## config.mk

```make
export PLATFORM = sky130hd
export DESIGN_NAME = neutron_pulse_writer
export DESIGN_NICKNAME = d
export VERILOG_FILES = /design/src/rtl/neutron_pkg.sv /design/src/rtl/neutron_pulse_writer_window_fifo.sv /design/src/rtl/neutron_pulse_writer.sv
export SDC_FILE = /design/constraint.sdc
export NUM_CORES = 1
export LEC_CHECK = 0
export CAP_MARGIN = 20
export CORE_MARGIN = 4
export CORE_UTILIZATION = 50
export CTS_CLUSTER_SIZE = 8
export DETAILED_ROUTE_END_ITERATION = 8
export PLACE_DENSITY = 0.73
export SYNTH_ARGS = -nofsm -noshare
export SYNTH_HDL_FRONTEND = slang
export SYNTH_SLANG_ARGS = --single-unit
```

## constraint.sdc

```tcl
create_clock -name CLK -period 3.88 [get_ports CLK]
set_input_delay 0.776 -clock CLK [delete_from_list [all_inputs] [get_ports CLK]]
set_output_delay 0.776 -clock CLK [all_outputs]
set_load 0.02 [all_outputs]
```

## src/rtl/neutron_pkg.sv

```systemverilog
// neutron_pkg: shared GLOBAL_STATE codes and the pulse-writer state encoding.
package neutron_pkg;

    // System-wide state broadcast on GLOBAL_STATE.
    typedef enum logic [2:0] {
        GS_SOFTRESET = 3'b000,
        GS_WAITING   = 3'b001,
        GS_TRIGGERED = 3'b010,
        GS_FLAGGED   = 3'b100,
        GS_READOUT   = 3'b101,
        GS_HOLDOFF   = 3'b110,
        GS_CUSTOM    = 3'b111
    } global_state_e;

    // Pulse writer control states.
    typedef enum logic [1:0] {
        WR_IDLE   = 2'b00,
        WR_ARMED  = 2'b01,
        WR_ACTIVE = 2'b10
    } writer_state_e;

    // True when the system requests a soft reset.
    function automatic logic is_soft_reset(input logic [2:0] gs);
        return gs == GS_SOFTRESET;
    endfunction

endpackage

```

## src/rtl/neutron_pulse_writer_window_fifo.sv

```systemverilog
// window_fifo: DEPTH-entry queue of {start, end} windows with synchronous flush.
//   clk_i, rst_ni  : clock, async active-low reset
//   flush_i        : empties the queue on the next edge (overrides push/pop)
//   push_i/wdata_i : enqueue at tail when not full
//   pop_i          : dequeue head when not empty
//   head_c         : current head entry (combinational)
//   empty_c        : queue empty now
//   full_next_c    : queue will be full after this edge
//   empty_next_c   : queue will be empty after this edge
module window_fifo
    import neutron_pkg::*;
#(
    parameter int unsigned WIDTH = 32,
    parameter int unsigned DEPTH = 2
) (
    input  logic             clk_i,
    input  logic             rst_ni,
    input  logic             flush_i,
    input  logic             push_i,
    input  logic             pop_i,
    input  logic [WIDTH-1:0] wdata_i,
    output logic [WIDTH-1:0] head_c,
    output logic             empty_c,
    output logic             full_next_c,
    output logic             empty_next_c
);

    localparam int unsigned AW = $clog2(DEPTH);
    localparam int unsigned NW = AW + 1;

    logic [WIDTH-1:0] mem_q [DEPTH];
    logic [AW-1:0]    wr_ptr_q, wr_ptr_d;
    logic [AW-1:0]    rd_ptr_q, rd_ptr_d;
    logic [NW-1:0]    count_q, count_d;
    logic             full_c;
    logic             push_ok;
    logic             pop_ok;

    assign full_c  = (count_q == NW'(DEPTH));
    assign empty_c = (count_q == '0);
    assign push_ok = push_i && !full_c && !flush_i;
    assign pop_ok  = pop_i && !empty_c && !flush_i;
    assign head_c  = mem_q[rd_ptr_q];

    // Pointer/occupancy next state; DEPTH is a power of two so pointers wrap naturally.
    always_comb begin
        wr_ptr_d = wr_ptr_q;
        rd_ptr_d = rd_ptr_q;
        count_d  = count_q;
        if (flush_i) begin
            wr_ptr_d = '0;
            rd_ptr_d = '0;
            count_d  = '0;
        end else begin
            if (push_ok) begin
                wr_ptr_d = wr_ptr_q + AW'(1);
            end
            if (pop_ok) begin
                rd_ptr_d = rd_ptr_q + AW'(1);
            end
            case ({push_ok, pop_ok})
                2'b10:   count_d = count_q + NW'(1);
                2'b01:   count_d = count_q - NW'(1);
                default: count_d = count_q;
            endcase
        end
    end

    assign full_next_c  = (count_d == NW'(DEPTH));
    assign empty_next_c = (count_d == '0);

    // Control registers.
    always_ff @(posedge clk_i or negedge rst_ni) begin
        if (!rst_ni) begin
            wr_ptr_q <= '0;
            rd_ptr_q <= '0;
            count_q  <= '0;
        end else begin
            wr_ptr_q <= wr_ptr_d;
            rd_ptr_q <= rd_ptr_d;
            count_q  <= count_d;
        end
    end

    // Storage needs no reset; occupancy guards every read.
    always_ff @(posedge clk_i) begin
        if (push_ok) begin
            mem_q[wr_ptr_q] <= wdata_i;
        end
    end

endmodule

```

## src/rtl/neutron_pulse_writer.sv

```systemverilog
// neutron_pulse_writer: queues {start, end} bin windows and drives PULSE high from the
// cycle after COUNT == start until the cycle after COUNT == end, then strobes DONE.
//   CLK, RESET_N          : clock, async active-low reset
//   COUNT                 : free-running bin counter
//   GLOBAL_STATE          : system state, 3'b000 = synchronous soft reset
//   WIN_VALID/WIN_READY   : window handshake; WIN_START/WIN_END window bins
//   PULSE, BUSY, DONE     : registered pulse, activity flag, completion strobe
//   PULSE_COUNT           : saturating DONE counter, present only when
//                           NEUTRON_PULSE_WRITER_STATS_EN is defined
module neutron_pulse_writer
    import neutron_pkg::*;
#(
    parameter int unsigned CW    = 16,
    parameter int unsigned DEPTH = 2
) (
    input  logic          CLK,
    input  logic          RESET_N,
    input  logic [CW-1:0] COUNT,
    input  logic [2:0]    GLOBAL_STATE,
    input  logic          WIN_VALID,
    output logic          WIN_READY,
    input  logic [CW-1:0] WIN_START,
    input  logic [CW-1:0] WIN_END,
    output logic          PULSE,
    output logic          BUSY,
    output logic          DONE
`ifdef NEUTRON_PULSE_WRITER_STATS_EN
    ,
    output logic [15:0]   PULSE_COUNT
`endif
);

    localparam int unsigned QW = 2 * CW;

    writer_state_e state_q, state_d;
    logic [CW-1:0] cur_start_q, cur_start_d;
    logic [CW-1:0] cur_end_q, cur_end_d;
    logic          single_q, single_d;
    logic          pulse_q, pulse_d;
    logic          done_q, done_d;
    logic          ready_q, ready_d;
    logic          busy_q, busy_d;

    logic          soft_c;
    logic          push_c;
    logic          pop_c;
    logic [QW-1:0] head_c;
    logic          empty_c;
    logic          full_next_c;
    logic          empty_next_c;

    assign soft_c = is_soft_reset(GLOBAL_STATE);
    assign push_c = WIN_VALID && ready_q && !soft_c;

    window_fifo #(
        .WIDTH (QW),
        .DEPTH (DEPTH)
    ) u_fifo (
        .clk_i        (CLK),
        .rst_ni       (RESET_N),
        .flush_i      (soft_c),
        .push_i       (push_c),
        .pop_i        (pop_c),
        .wdata_i      ({WIN_START, WIN_END}),
        .head_c       (head_c),
        .empty_c      (empty_c),
        .full_next_c  (full_next_c),
        .empty_next_c (empty_next_c)
    );

    // Next-state and output logic.
    always_comb begin
        state_d     = state_q;
        cur_start_d = cur_start_q;
        cur_end_d   = cur_end_q;
        single_d    = single_q;
        pulse_d     = pulse_q;
        done_d      = 1'b0;
        pop_c       = 1'b0;

        if (soft_c) begin
            // Truncate any pulse in progress without a DONE strobe.
            state_d = WR_IDLE;
            pulse_d = 1'b0;
        end else begin
            case (state_q)
                WR_IDLE: begin
                    if (!empty_c) begin
                        pop_c       = 1'b1;
                        cur_start_d = head_c[QW-1:CW];
                        cur_end_d   = head_c[CW-1:0];
                        single_d    = (head_c[QW-1:CW] == head_c[CW-1:0]);
                        state_d     = WR_ARMED;
                    end
                end
                WR_ARMED: begin
                    if (COUNT == cur_start_q) begin
                        pulse_d = 1'b1;
                        state_d = WR_ACTIVE;
                    end
                end
                WR_ACTIVE: begin
                    // start == end windows last exactly one cycle.
                    if (single_q || (COUNT == cur_end_q)) begin
                        pulse_d = 1'b0;
                        done_d  = 1'b1;
                        state_d = WR_IDLE;
                    end
                end
                default: begin
                    state_d = WR_IDLE;
                    pulse_d = 1'b0;
                end
            endcase
        end

        ready_d = !soft_c && !full_next_c;
        busy_d  = (state_d != WR_IDLE) || !empty_next_c;
    end

    // State and output registers.
    always_ff @(posedge CLK or negedge RESET_N) begin
        if (!RESET_N) begin
            state_q     <= WR_IDLE;
            cur_start_q <= '0;
            cur_end_q   <= '0;
            single_q    <= 1'b0;
            pulse_q     <= 1'b0;
            done_q      <= 1'b0;
            ready_q     <= 1'b0;
            busy_q      <= 1'b0;
        end else begin
            state_q     <= state_d;
            cur_start_q <= cur_start_d;
            cur_end_q   <= cur_end_d;
            single_q    <= single_d;
            pulse_q     <= pulse_d;
            done_q      <= done_d;
            ready_q     <= ready_d;
            busy_q      <= busy_d;
        end
    end

    assign PULSE     = pulse_q;
    assign DONE      = done_q;
    assign BUSY      = busy_q;
    assign WIN_READY = ready_q;

`ifdef NEUTRON_PULSE_WRITER_STATS_EN
    logic [15:0] pcount_q, pcount_d;

    // Saturating count of completed pulses.
    always_comb begin
        pcount_d = pcount_q;
        if (soft_c) begin
            pcount_d = '0;
        end else if (done_d && (pcount_q != 16'hFFFF)) begin
            pcount_d = pcount_q + 16'd1;
        end
    end

    always_ff @(posedge CLK or negedge RESET_N) begin
        if (!RESET_N) begin
            pcount_q <= '0;
        end else begin
            pcount_q <= pcount_d;
        end
    end

    assign PULSE_COUNT = pcount_q;
`endif

endmodule

```

# [Word level (Yosys, flattened, before mapping)]
# Memory sizes are Yosys's and may differ from the RTL's.
# Cells that the tools add are included.
[word_totals] regBits=43 ramBits=64 input_bits=54 out_inout_bits=4 wordCells=76 n_memories=1
[mem_list] name="u_fifo.mem_q" depth=2 width=32 rd=1 rd_clocked_by_memory_dff=0 write_ports=1 line="neutron_pulse_writer_window_fifo.sv:31" rtl="logic [WIDTH-1:0] mem_q [DEPTH];"
[op_classes] add_sub_neg=4 eq_ne=12 mux=23 n_bitwise=2 n_reduce_logical=23
[ops] cell="$eq 16x16->1" n=3
[ops] cell="$mux 1" n=15
[ops] cell="$mux 2" n=5
[ops] cell="$eq 2x2->1 const B" n=4
[ops] cell="$logic_and 1x1->1" n=7
[ops] cell="$logic_not 2->1" n=3
[ops] cell="$ne 3x2->1 const B" n=2
[ops] cell="$pmux 2 s3" n=1
[ops] cell="$reduce_and 3->1" n=2
[ops] cell="$reduce_bool 2->1" n=3
[ops] cell="$logic_not 1->1" n=5
[ops] cell="$eq 2x1->1 const B" n=2
[ops] cell="$pmux 2 s2" n=1
[ops] cell="$logic_not 3->1" n=1
[ops] cell="$pmux 1 s3" n=1
[ops] cell="$add 1x1->1 const B" n=2
[ops] cell="$add 2x1->2 const B" n=1
[ops] cell="$logic_or 1x1->1" n=2
[ops] cell="$ne 2x1->1 const B" n=1
[ops] cell="$not 1->1" n=2
[ops] cell="$sub 2x1->2 const B" n=1

# [Logic depth before layout (Yosys ltp)]
# Gate-level depths: netlist of run 1.
[depth] depth_word=12 ltp_mapped=9 depth_no_buf=8

# [Hierarchy]
# A second synthesis of run 1 with hierarchy kept.
[hier_totals] cells_unflattened=358 area_unflattened_um2=4675.7
[by_module_without_submodules] module="window_fifo" n_inst=1 cells_each=132 area_each_um2=2613.8 seq_area_each_um2=2021.9
[by_module_without_submodules] module="neutron_pulse_writer" n_inst=1 cells_each=226 area_each_um2=2062.0 seq_area_each_um2=975.9

# [Worst setup path before layout of run 1]
# Ideal clock, no wire load.
[synth_path] path_type="input to register" start="input port WIN_VALID" end="memory u_fifo.mem_q[0][0] (enable)" setup_ps=421 arrival_ps=2552 required_ps=3459 setup_slack_ps=907 stages=3 n_path_buf=0 cell_sequence="o211ai_1 -> or2_2 -> nor2_1"
[synth_via] elab_chain_cells=6
[synth_rtl] item="start: declaration" line="neutron_pulse_writer.sv:20" rtl="input logic WIN_VALID,"
[synth_rtl] item="$logic_and 1x1->1 (2 in a row)" line="neutron_pulse_writer.sv:53" rtl="assign push_c = WIN_VALID && ready_q && !soft_c;"
[synth_rtl] item="$logic_and 1x1->1 (2 in a row)" line="neutron_pulse_writer_window_fifo.sv:41" rtl="assign push_ok = push_i && !full_c && !flush_i;"
[synth_rtl] item="$mux 1" line="neutron_pulse_writer_window_fifo.sv:87" rtl="if (push_ok) begin"
[synth_rtl] item="$mux 1 (not written as such)" line="neutron_pulse_writer_window_fifo.sv:88" rtl="mem_q[wr_ptr_q] <= wdata_i;"
[synth_rtl] item="end: declaration" line="neutron_pulse_writer_window_fifo.sv:31"
# Every way passes these cells.

# [Worst setup path after layout of run 1]
[layout_path] start="input port GLOBAL_STATE[1]" end="register ready_q, in the netlist WIN_READY"
[layout_via] elab_chain_cells=11 word_cells_on_any_way=15 cone_classes="eq/ne: 3; mux: 3; reduce/logical: 9"
[layout_rtl] item="start: declaration" line="neutron_pulse_writer.sv:19" rtl="input logic [2:0] GLOBAL_STATE,"
[layout_rtl] item="$logic_not 3->1 (*)" line="neutron_pkg.sv:24" rtl="return gs == GS_SOFTRESET;"
[layout_rtl] item="$logic_not 1->1" line="neutron_pulse_writer_window_fifo.sv:41, neutron_pulse_writer_window_fifo.sv:42, neutron_pulse_writer.sv:53"
[layout_rtl] item="$logic_and 1x1->1" line="neutron_pulse_writer.sv:53"
[layout_rtl] item="$logic_and 1x1->1 (2 in a row)" line="neutron_pulse_writer_window_fifo.sv:41"
[layout_rtl] item="$eq 2x1->1 / $eq 2x2->1 (equally long branches)" line="neutron_pulse_writer_window_fifo.sv:61" rtl="case ({push_ok, pop_ok})"
[layout_rtl] item="$pmux 2 s2" line="neutron_pulse_writer_window_fifo.sv:61"
[layout_rtl] item="$mux 2 (*)" line="neutron_pulse_writer_window_fifo.sv:50" rtl="if (flush_i) begin"
[layout_rtl] item="named net u_fifo.count_d[1]" line="neutron_pulse_writer_window_fifo.sv:34" rtl="logic [NW-1:0] count_q, count_d;"
[layout_rtl] item="$eq 2x2->1 (*)" line="neutron_pulse_writer_window_fifo.sv:69" rtl="assign full_next_c = (count_d == NW'(DEPTH));"
[layout_rtl] item="$logic_not 1->1 (*)" line="neutron_pulse_writer.sv:117" rtl="ready_d = !soft_c && !full_next_c;"
[layout_rtl] item="$logic_and 1x1->1 (*)" line="neutron_pulse_writer.sv:117"
[layout_rtl] item="named net ready_d" line="neutron_pulse_writer.sv:41" rtl="logic ready_q, ready_d;"
[layout_rtl] item="end signal: assignment" line="neutron_pulse_writer.sv:139" rtl="ready_q <= ready_d;"
[layout_rtl] item="end: declaration" line="neutron_pulse_writer.sv:41"
# Mark *: on every way through the listed nets, which the timed path passes. The rest lies on a longest branch.
# A chain may end at the register's enable or synchronous reset.

==> results.md, run 1 <==
- Final nets: 454
- Initial antenna violation count: 0
- Sequential-to-total area share from yosys stat: between 60% and 70%
- CP max FO: 12
- Synth-to-layout area growth: 18.0%
- Mapped Cells: approximately 340
- Utilization after layout: around three fifths
- Cts hold-fix bufs: 0
- Storage cell area: approximately 3000 sq um
- Remaining antenna violation count: 0
- Cells on Worst Hold Path: 1
- Worst r2r dst: WIN_READY
- DR vias: ~2,700
- Flops & latches, synth: 107
- H-tree lvl count: 3
- Final period utilization: 70.3%
- Cts repair resizes: 0
- # fillers: 711
- Synthesized area per cell: between 10 and 15 sq um
- Max Cap Violations: 0
- Total power draw: roughly 3.7 mW
- Placed cells: slightly below 500
- Worst setup margin: approximately 1.2 ns
- Max Fclk: 366 MHz
- Slew @ Worst Pin: about 1.0 ns
- CTS tree: done
- WS Path Type: input pin to flop
- RSZ-0062 raised after global routing: no
- Crit path capture type: flop
- R2r setup slk: ~1.8 ns
- Clk_skew: roughly 0.0086 ns
- Worst path slowest cell: or4_4
- FP Rows: 34
- Critical Path Start: GLOBAL_STATE[1]
- Maximum VDD drop: 0.349 mV
- Clk Latency, worst-skew pair: 0.36 ns
- Initial DRC count: roughly 140
- Total GRT Usage: 17.3%
- Clock slew at reported path FFs: 0.10 ns
- Top Ports: 58
- Final Wtd Congestion: between 0.7 and 0.8
- DR DRC count: 0
- Setup_tns: 0 ns
- Leakage: 2.02 nW
- Hpwl dp: 6.44 mm
- Rel. slew slack: 31.6%
- Final Routed Wirelength: 8.92 mm
- Slowest stage delay, CP: about 0.5 ns
- Count of final hold-check violations: 0
- Worst-case clock buffer depth: 2
- Die W: approximately 100 um
- Drt via density: about 5.3
- Time the worst path needs with I/O delays and setup: between 2 and 3 ns
- Synth cell count leaders: 64 x edfxtp_1, 50 x xnor2_1, 43 x dfrtp_1
- Startpoint Class: input pin
- Commonest register cell after synthesis: edfxtp_1
- WL per Instance: around 17 um
- Max-slew violations: 0
- Most frequent CP cell: a21oi_1
- Post-synth EDFFs: 64
- Post-synth ARST share: between 40 and 50%
- Pin count of the biggest net entering global routing: 66
- Num Clock Sinks: ~110
- Hold Path Sink: single_q
- Status: completed
- Core Region: about 9000 sq um
- Crit path DAT: 2.98 ns
- Power per cell area: 666 nW/um^2
- Non-Filler Instances: around 500
- Area leader, netlist: edfxtp_1
- IO Port Bufs: 57
- Min-delay src: single_q
- DR pass1 iterations: 6
- Top-area cell type share of the netlist area: around two fifths
- Total gr overflow: 0
- Clk root buf: clkbuf_8
- Share of layout cells above drive strength 1: slightly below 8%
- DP Worst Slack: 0.780 ns
- Vias in the first global route: between 2,000 and 3,000
- N_diodes: 0
- Reg-to-Reg Start: u_fifo.count_q[0]
- Initial Utilization: a little over half
- Top-count cell post-synth: edfxtp_1
- Die H: 104 um
- Hold Path Class: flop to flop
- Area of the multi-input gates: 1560 sq um
- R2r worst-path depth: 7
- Worst path required time: a little over 4 ns
- Total setup buffers inserted after CTS: 0
- Synth unique cells: 34
- Worst-path cell chain: clkdlybuf4s50_1, nor3_1, buf_4, or4_4, clkinv_2, ha_1, or3_1, a21oi_1, a21oi_1
- Inserted Clock Buffers: 9
- Final Setup Violations: 0
- Synthesized cell area: around 4700 sq um
- First-pass GRT wire length: approximately 15 mm
- Syn nets: approximately 390
- Top cells by area, synth: edfxtp_1 41%, dfrtp_1 23%, xnor2_1 9.4%
- Synth warn: 0
- DIE AREA: around 11,000 sq um
[worst max-delay path, delay by kind of cell]
family	cells	cell delay (ns)
buf+inv	3	0.71
fa+ha+maj	1	0.28
compound gates	2	0.28
simple gates	3	0.92
[metrics by stage]
step / instance area [sq um] / hold slack, ns
6_report: 5490 / 0.509
5_1_grt: 5490 / 0.528
4_1_cts: 5490 / 0.502
3_5_place_dp: 5300 / 0.480
3_3_place_gp: 5300 / 0.486
2_1_floorplan: 4650 / 0.457
[flip-flops by register name, indices dropped and copies added, names as in the netlist]
signal and cells:
WIN_READY 1, u_fifo.rd_ptr_q 1, PULSE 1, u_fifo.mem_q 64
state_q 2, single_q 1, cur_start_q 16, DONE 1
BUSY 1, u_fifo.wr_ptr_q 1, u_fifo.count_q 2, cur_end_q 16
[logic make-up after synthesis]
family          Yosys count  synth area share (%)
flops                   107                  64.5
xor+xnor                 69                  13.0
simple gates             69                  7.26
compound gates           44                  5.68
mux                      33                  7.13
buf+inv                  16                  2.21
fa+ha+maj                 1                 0.269
[layout make-up]
type,instances,share of cell area (%)
clock buffer,12,2.46
timing repair buffer,61,10.9
multi-input combinational,216,28.3
inverter,4,0.296
tap,108,2.46
clock inverter,4,0.935
sequential,107,54.7
[routing by layer]
metal  vias up  track usage, %  routed length, um
met4         0            3.99                 68
met5         -               0                  0
met1      1338            23.5               4120
li1       1334               -                  -
met3         5            3.54                335
met2        54            28.7               4400
[where the power goes]
| group | switching (mW) | total, mW | internal [mW] |
|---|---|---|---|
| sequential | 0.305 | 1.88 | 1.57 |
| clock | 0.362 | 0.662 | 0.300 |
| combinational | 0.576 | 1.11 | 0.538 |
| total | 1.24 | 3.65 | 2.41 |
[cells in the final DEF, fill, tap and decap left out]
cell and instances:
nand3b_1 2, mux2i_1 32, nand4_1 10, nor4b_1 1
mux2_1 1, nor2_1 3, o41ai_1 1, nor2_2 3
nor3_1 3, inv_1 3, a32o_1 1, dfrtp_2 1
or4_4 1, clkinv_2 2, o21ai_1 25, o211ai_1 1
ha_1 1, or3_1 1, nand3_1 4, clkbuf_1 3
buf_4 4, xnor2_1 50, or2_2 1, a31oi_1 2
o21ai_0 1, xor2_1 19, clkinvlp_4 1, clkinv_4 1
o21ai_2 7, bufinv_16 1, nand2_1 33, buf_2 1
nor4_1 6, edfxtp_1 64, dfrtp_1 42, nand2b_1 1
a41oi_1 1, clkdlybuf4s50_1 56, clkbuf_8 9, a21oi_1 5
[worst max-delay path by stage]
stage	slack (ns)	cells past startpoint	end
floorplan	0.91	3	u_fifo.mem_q[0][0]
global placement	0.84	9	WIN_READY
detailed placement	0.78	9	WIN_READY
CTS	1.16	9	WIN_READY
global route	1.10	9	WIN_READY
finish	1.15	9	WIN_READY
(Power assumes the default switching activity.)
==> inputs of run 2 (changes only) <==
PLACE_DENSITY = 0.76   (was 0.73)
clock period = 2.44 ns   (was 3.88 ns; I/O delays follow)
==> results.md, run 2 (synthesis gave the netlist of run 1 again) <==
- WL per Instance: 16.9 um (-3.0%)
- Placed cells: 505 (+1.8%)
- H-tree lvl count: 3 (unchanged)
- Initial antenna violation count: 0 (unchanged)
- Total setup buffers inserted after CTS: 0 (unchanged)
- Final period utilization: 91.5%
- Max Cap Violations: 0 (unchanged)
- RSZ-0062 raised after global routing: no
- Time the worst path needs with I/O delays and setup: around 2.2 ns
- Regs by FF count: u_fifo.mem_q (64), cur_end_q (16), cur_start_q (16)
- Final Wtd Congestion: 0.801 (+3.8%)
- Final nets: 463 (+2.0%)
- DR pass1 iterations: 4 (-2)
- # fillers: 670 (-5.8%)
- FP Rows: 34 (unchanged)
- Vias in the first global route: 2,905 (+0.69%)
- Status: completed
- Top Ports: 58 (unchanged)
- Startpoint Class: input pin
- Leakage: 2.08 nW (+3.1%)
- DR DRC count: 0 (unchanged)
- Fin area: 5610 sq um (+2.3%)
- Crit path capture type: flop
- DR vias: 2,760 (+1.1%)
- Storage cell area: 3000 sq um (unchanged)
- Placed cell area: 5390 sq um (+1.7%)
- Clk_skew: 0.00745 ns (-0.00115 ns)
- Initial Utilization: 52.3% (unchanged)
- Utilization after layout: 63.1% (+1.4 points)
- Area of the multi-input gates: 1560 sq um (unchanged)
- Hold Path Class: input pin to async pin
- N_diodes: 0 (unchanged)
- Count of final hold-check violations: 0 (unchanged)
- Synth-to-layout area growth: 20.7%
- Rel. slew slack: 57.1% (+25 points)
- Reg with most FFs: u_fifo.mem_q
- Largest register FFs: 64 (unchanged)
- Hpwl dp: 6.60 mm (+2.5%)
- Worst path required time: 2.68 ns (-1.45 ns)
- Worst-case clock buffer depth: 2 (unchanged)
- Drt via density: 5.30 (-0.68%)
- Setup_tns: 0 ns (unchanged)
- Maximum VDD drop: 0.392 mV (+12%)
- CTS tree: done
- Power per cell area: 1070 nW/um^2 (+61%)
- Max Fclk: 448 MHz
- R2r worst-path depth: 7 (unchanged)
- Pin count of the biggest net entering global routing: 66 (unchanged)
- Die W: 104 um (unchanged)
- Share of layout cells above drive strength 1: 10.2% (+2.2 points)
- Die H: 104 um (unchanged)
- First-pass GRT wire length: 14.7 mm (-0.42%)
- WS Path Type: input pin to flop
- R2r setup slk: 0.34 ns (-1.41 ns)
- Most common cell after layout, fill and taps aside: edfxtp_1
- Max-slew violations: 0 (unchanged)
- Inserted Clock Buffers: 9 (unchanged)
- Clk Latency, worst-skew pair: 0.35 ns (about the same)
- Cts repair resizes: 0 (unchanged)
- Core Region: 8890 sq um (unchanged)
- Initial DRC count: 139 (-1.4%)
- Total GRT Usage: 17.3% (+0.035 points)
- Commonest cells after routing, fill and taps aside: 64 x edfxtp_1, 56 x clkdlybuf4s50_1, 50 x xnor2_1
- Num Clock Sinks: 107 (unchanged)
- Remaining antenna violation count: 0 (unchanged)
- CP max FO: 2 (-10)
- Worst r2r dst: WIN_READY
- Final Routed Wirelength: 8.81 mm (-1.3%)
- Total gr overflow: 0 (unchanged)
- Final Setup Violations: 0 (unchanged)
- DIE AREA: 10,900 sq um (unchanged)
- Clk root buf: clkbuf_8
- Non-Filler Instances: 521 (+1.8%)
- Slew @ Worst Pin: 0.644 ns (-0.382 ns)
- IO Port Bufs: 57 (unchanged)
- Reg-to-Reg Start: state_q[1]
- Clock slew at reported path FFs: 0.09 ns (about the same)
- Cts hold-fix bufs: 0 (unchanged)
- Crit path DAT: 2.47 ns (-0.51 ns)
## run 2: changes by cell type in the layout (fill, tap and decap cells not counted), sizes merged
cell      previous run  this run
buf                  5        14
bufinv               1         2
clkinv               3         1
clkinvlp             1         2
## run 2: final cells by class
| type | instances | share of cell area, % |
|---|---|---|
| sequential | 107 | 53.4 |
| multi-input combinational | 216 | 27.7 |
| timing repair buffer | 70 | 12.3 |
| clock buffer | 12 | 2.59 |
| tap | 108 | 2.41 |
| clock inverter | 4 | 1.34 |
| inverter | 4 | 0.290 |
## run 2: metrics by stage
stage / hold WS (ns) / total power, mW / worst slack, ns
2_1_floorplan: 0.192 / 4.31 / -0.245
3_3_place_gp: 0.477 / 4.82 / -0.0634
3_5_place_dp: 0.485 / 4.91 / -0.152
4_1_cts: 0.0913 / 6.07 / 0.233
5_1_grt: 0.105 / 6.41 / 0.0806
6_report: 0.0944 / 6.01 / 0.207
## run 2: layer usage
layer	GRT usage, %	share of wire [%]
met1	22.5	44
met2	28.6	50
met3	2.98	3.8
met4	7.60	2.0
met5	0	0
## run 2: power breakdown
group | internal [mW] | switching, mW | total [mW]
combinational | 0.922 | 0.995 | 1.92
sequential | 2.50 | 0.428 | 2.93
clock | 0.608 | 0.562 | 1.17
total | 4.03 | 1.98 | 6.01
## run 2: worst max-delay path by stage
stage                     from                 end  cells past startpoint
2_1_floorplan        WIN_VALID  u_fifo.mem_q[0][0]                      3
3_3_place_gp   GLOBAL_STATE[0]           WIN_READY                      8
3_5_place_dp   GLOBAL_STATE[1]           WIN_READY                      9
4_1_cts        GLOBAL_STATE[1]           WIN_READY                      9
5_1_grt        GLOBAL_STATE[1]           WIN_READY                      9
6_report       GLOBAL_STATE[1]           WIN_READY                      9
## run 2: worst max-delay path: stages
cell and delay [ns]:
clkdlybuf4s50_1 0.45, nor3_1 0.06, or4_4 0.49, clkinv_2 0.07, ha_1 0.19, xnor2_1 0.09
or3_1 0.33, a21oi_1 0.21, a21oi_1 0.09
==> inputs of run 3 (changes only) <==
PLACE_DENSITY = 0.73   (was 0.76)
clock period = 2.75 ns   (was 2.44 ns; I/O delays follow)
==> results.md, run 3 (synthesis gave the netlist of run 1 again) <==
- Count of final hold-check violations: 0 (unchanged)
- Max Fclk: 427 MHz
- Most common cell after layout, fill and taps aside: edfxtp_1
- Final Setup Violations: 0 (unchanged)
- Largest register FFs: 64 (unchanged)
- Reg with most FFs: u_fifo.mem_q
- Inserted Clock Buffers: 9 (unchanged)
- Rel. slew slack: 56.9% (-0.17 points)
- Clock share of power: 17.8% (-1.6 points)
- Grt met1 use: 22.8% (+0.33 points)
- First-pass GRT wire length: 14.9 mm (+1.7%)
- FP Rows: 34 (unchanged)
- Final period utilization: roughly 85%
- Total power draw: 5.21 mW (-13%)
- Commonest cells after routing, fill and taps aside: 64 x edfxtp_1, 56 x clkdlybuf4s50_1, 50 x xnor2_1
- Clk Latency, worst-skew pair: 0.36 ns (about the same)
- Seq pwr share: 49.6% (+0.9 points)
- Initial Utilization: 52.3% (unchanged)
- Final Routed Wirelength: 9.10 mm (+3.3%)
- Max-slew violations: 0 (unchanged)
- Die H: 104 um (unchanged)
- Drt via density: 5.33 (+0.66%)
- Clock slew at reported path FFs: 0.10 ns (about the same)
- Hpwl dp: 6.78 mm (+2.7%)
- DR vias: 2,773 (+0.47%)
- Time the worst path needs with I/O delays and setup: around 2.3 ns
- GR Layer Usage met2: 29.8% (+1.2 points)
- Most frequent CP cell: a21oi_1
- Regs by FF count: u_fifo.mem_q (64), cur_end_q (16), cur_start_q (16)
- Startpoint Class: input pin
- Worst-case clock buffer depth: 2 (unchanged)
- CP max FO: 3 (+1)
- Most Crowded Layer GR: met2
- Comb power frac: 32.6% (+0.7 points)
- Total setup buffers inserted after CTS: 0 (unchanged)
- Core Region: 8890 sq um (unchanged)
- Share of layout cells above drive strength 1: 9.71% (-0.46 points)
- DR DRC count: 0 (unchanged)
- Power per cell area: 937 nW/um^2 (-12%)
- IO Port Bufs: 57 (unchanged)
- Non-Filler Instances: 520 (-0.19%)
- Placed cells: 504 (-0.20%)
- CTS tree: done
- Clk_skew: 0.0174 ns (+0.00992 ns)
- Hold Path Class: input pin to async pin
- Worst path required time: 3.00 ns (+0.32 ns)
- Slowest stage delay, CP: 0.40 ns (-0.09 ns)
- Leakage: 2.06 nW (-0.94%)
- Vias in the first global route: 3,030 (+4.3%)
- WL per Instance: 17.5 um (+3.5%)
- Switching Fraction: 33.9% (+0.92 points)
- DIE AREA: 10,900 sq um (unchanged)
- Pin count of the biggest net entering global routing: 66 (unchanged)
- Worst path slowest cell: clkdlybuf4s50_1
- Initial DRC count: 171 (+23%)
- Worst path bufs/invs: 2 (unchanged)
- N_diodes: 0 (unchanged)
- Crit path DAT: 2.59 ns (+0.12 ns)
- Maximum VDD drop: 0.349 mV (-11%)
- Remaining antenna violation count: 0 (unchanged)
- Cts hold-fix bufs: 0 (unchanged)
- Clk root buf: clkbuf_8
- Top Ports: 58 (unchanged)
- # fillers: 709 (+5.8%)
- WS Path Type: input pin to flop
- Initial antenna violation count: 0 (unchanged)
- H-tree lvl count: 3 (unchanged)
- Worst-path cell chain: clkdlybuf4s50_1, nor3_1, or4_4, clkinv_2, ha_1, xnor2_1, or3_1, a21oi_1, a21oi_1
- Synth-to-layout area growth: 19.6%
- Status: completed
- Setup_tns: 0 ns (unchanged)
- Die W: 104 um (unchanged)
- Met3 Use GR: 2.86% (-0.12 points)
- Kind of cell adding the most delay to the critical path: simple AND/OR/NAND/NOR gates
- Total gr overflow: 0 (unchanged)
- Num Clock Sinks: 107 (unchanged)
- Final nets: 462 (-0.22%)
- Cts repair resizes: 0 (unchanged)
- Slew @ Worst Pin: 0.647 ns (+0.00253 ns)
- Internal: 3.44 mW (-15%)
- NetSw: 1.77 mW (-11%)
- RSZ-0062 raised after global routing: no
- Total GRT Usage: 17.6% (+0.32 points)
- Crit path capture type: flop
- Final Wtd Congestion: 0.806 (+0.57%)
- Max Cap Violations: 0 (unchanged)
- DR pass1 iterations: 4 (unchanged)
run 3: cell types whose count changed in the layout (fill, tap and decap cells not counted):
cell        delta
clkbuf_8       -1
clkinvlp_4     -1
clkinv_4       +1
buf_12         -1
clkbuf_1       +1
bufinv_16      -1
clkinv_2       +1
run 3: area by class of cell:
| type | instances | area [sq um] | share of cell area [%] |
|---|---|---|---|
| Sequential cell | 107 | 3000 | 53.9 |
| Multi-Input combinational cell | 216 | 1560 | 28.0 |
| Timing Repair Buffer | 69 | 668 | 12.0 |
| Clock buffer | 12 | 135 | 2.43 |
| Tap cell | 108 | 135 | 2.43 |
| Clock inverter | 4 | 51.3 | 0.923 |
| Inverter | 4 | 16.3 | 0.293 |
run 3: routing by layer:
layer  vias to the layer above  part of all wire, %
li1                       1353                    -
met1                      1353                   45
met2                        56                   50
met3                        11                  3.1
met4                         0                  1.7
met5                         -                    0
run 3: worst register-to-register path: stages (launching register included):
cell and delay [ns]:
dfrtp_1 0.46, nor2_1 0.11, or4_4 0.43, clkinv_2 0.07
ha_1 0.19, xnor2_1 0.09, or3_1 0.32, a21oi_1 0.23
a21oi_1 0.09
run 3: power groups by stage:
| stage | combinational, mW | clock (mW) | sequential [mW] |
|---|---|---|---|
| after floorplan | 1.31 | 0 | 2.52 |
| after global placement | 1.66 | 0 | 2.60 |
| after detailed placement | 1.71 | 0 | 2.62 |
| after CTS | 1.72 | 0.952 | 2.59 |
| after global routing | 1.89 | 1.02 | 2.65 |
| final | 1.70 | 0.927 | 2.59 |
run 3: worst paths after layout:
| check | start | end | slack (ns) | cells after the start |
|---|---|---|---|---|
| min in group CLK | single_q | single_q | 0.50 | 1 |
| worst min-delay path | RESET_N | WIN_READY | 0.13 | 1 |
| max in group asynchronous | RESET_N | cur_end_q[2] | 1.93 | 2 |
| worst max-delay path | GLOBAL_STATE[1] | WIN_READY | 0.41 | 9 |
| worst min register to register | single_q | single_q | 0.50 | 1 |
| worst max register to register | u_fifo.count_q[0] | WIN_READY | 0.63 | 8 |
run 3: stage by stage:
stage / hold slack [ns] / setup slack, ns / util (%) / instance area (sq um)
after floorplan: 0.254 / 0.00295 / - / 4650
after CTS: 0.137 / 0.416 / 62.5 / 5560
after detailed placement: 0.486 / 0.0377 / 60.4 / 5370
after global routing: 0.160 / 0.303 / 62.5 / 5560
final: 0.135 / 0.409 / 62.5 / 5560
after global placement: 0.476 / 0.164 / 60.4 / 5370
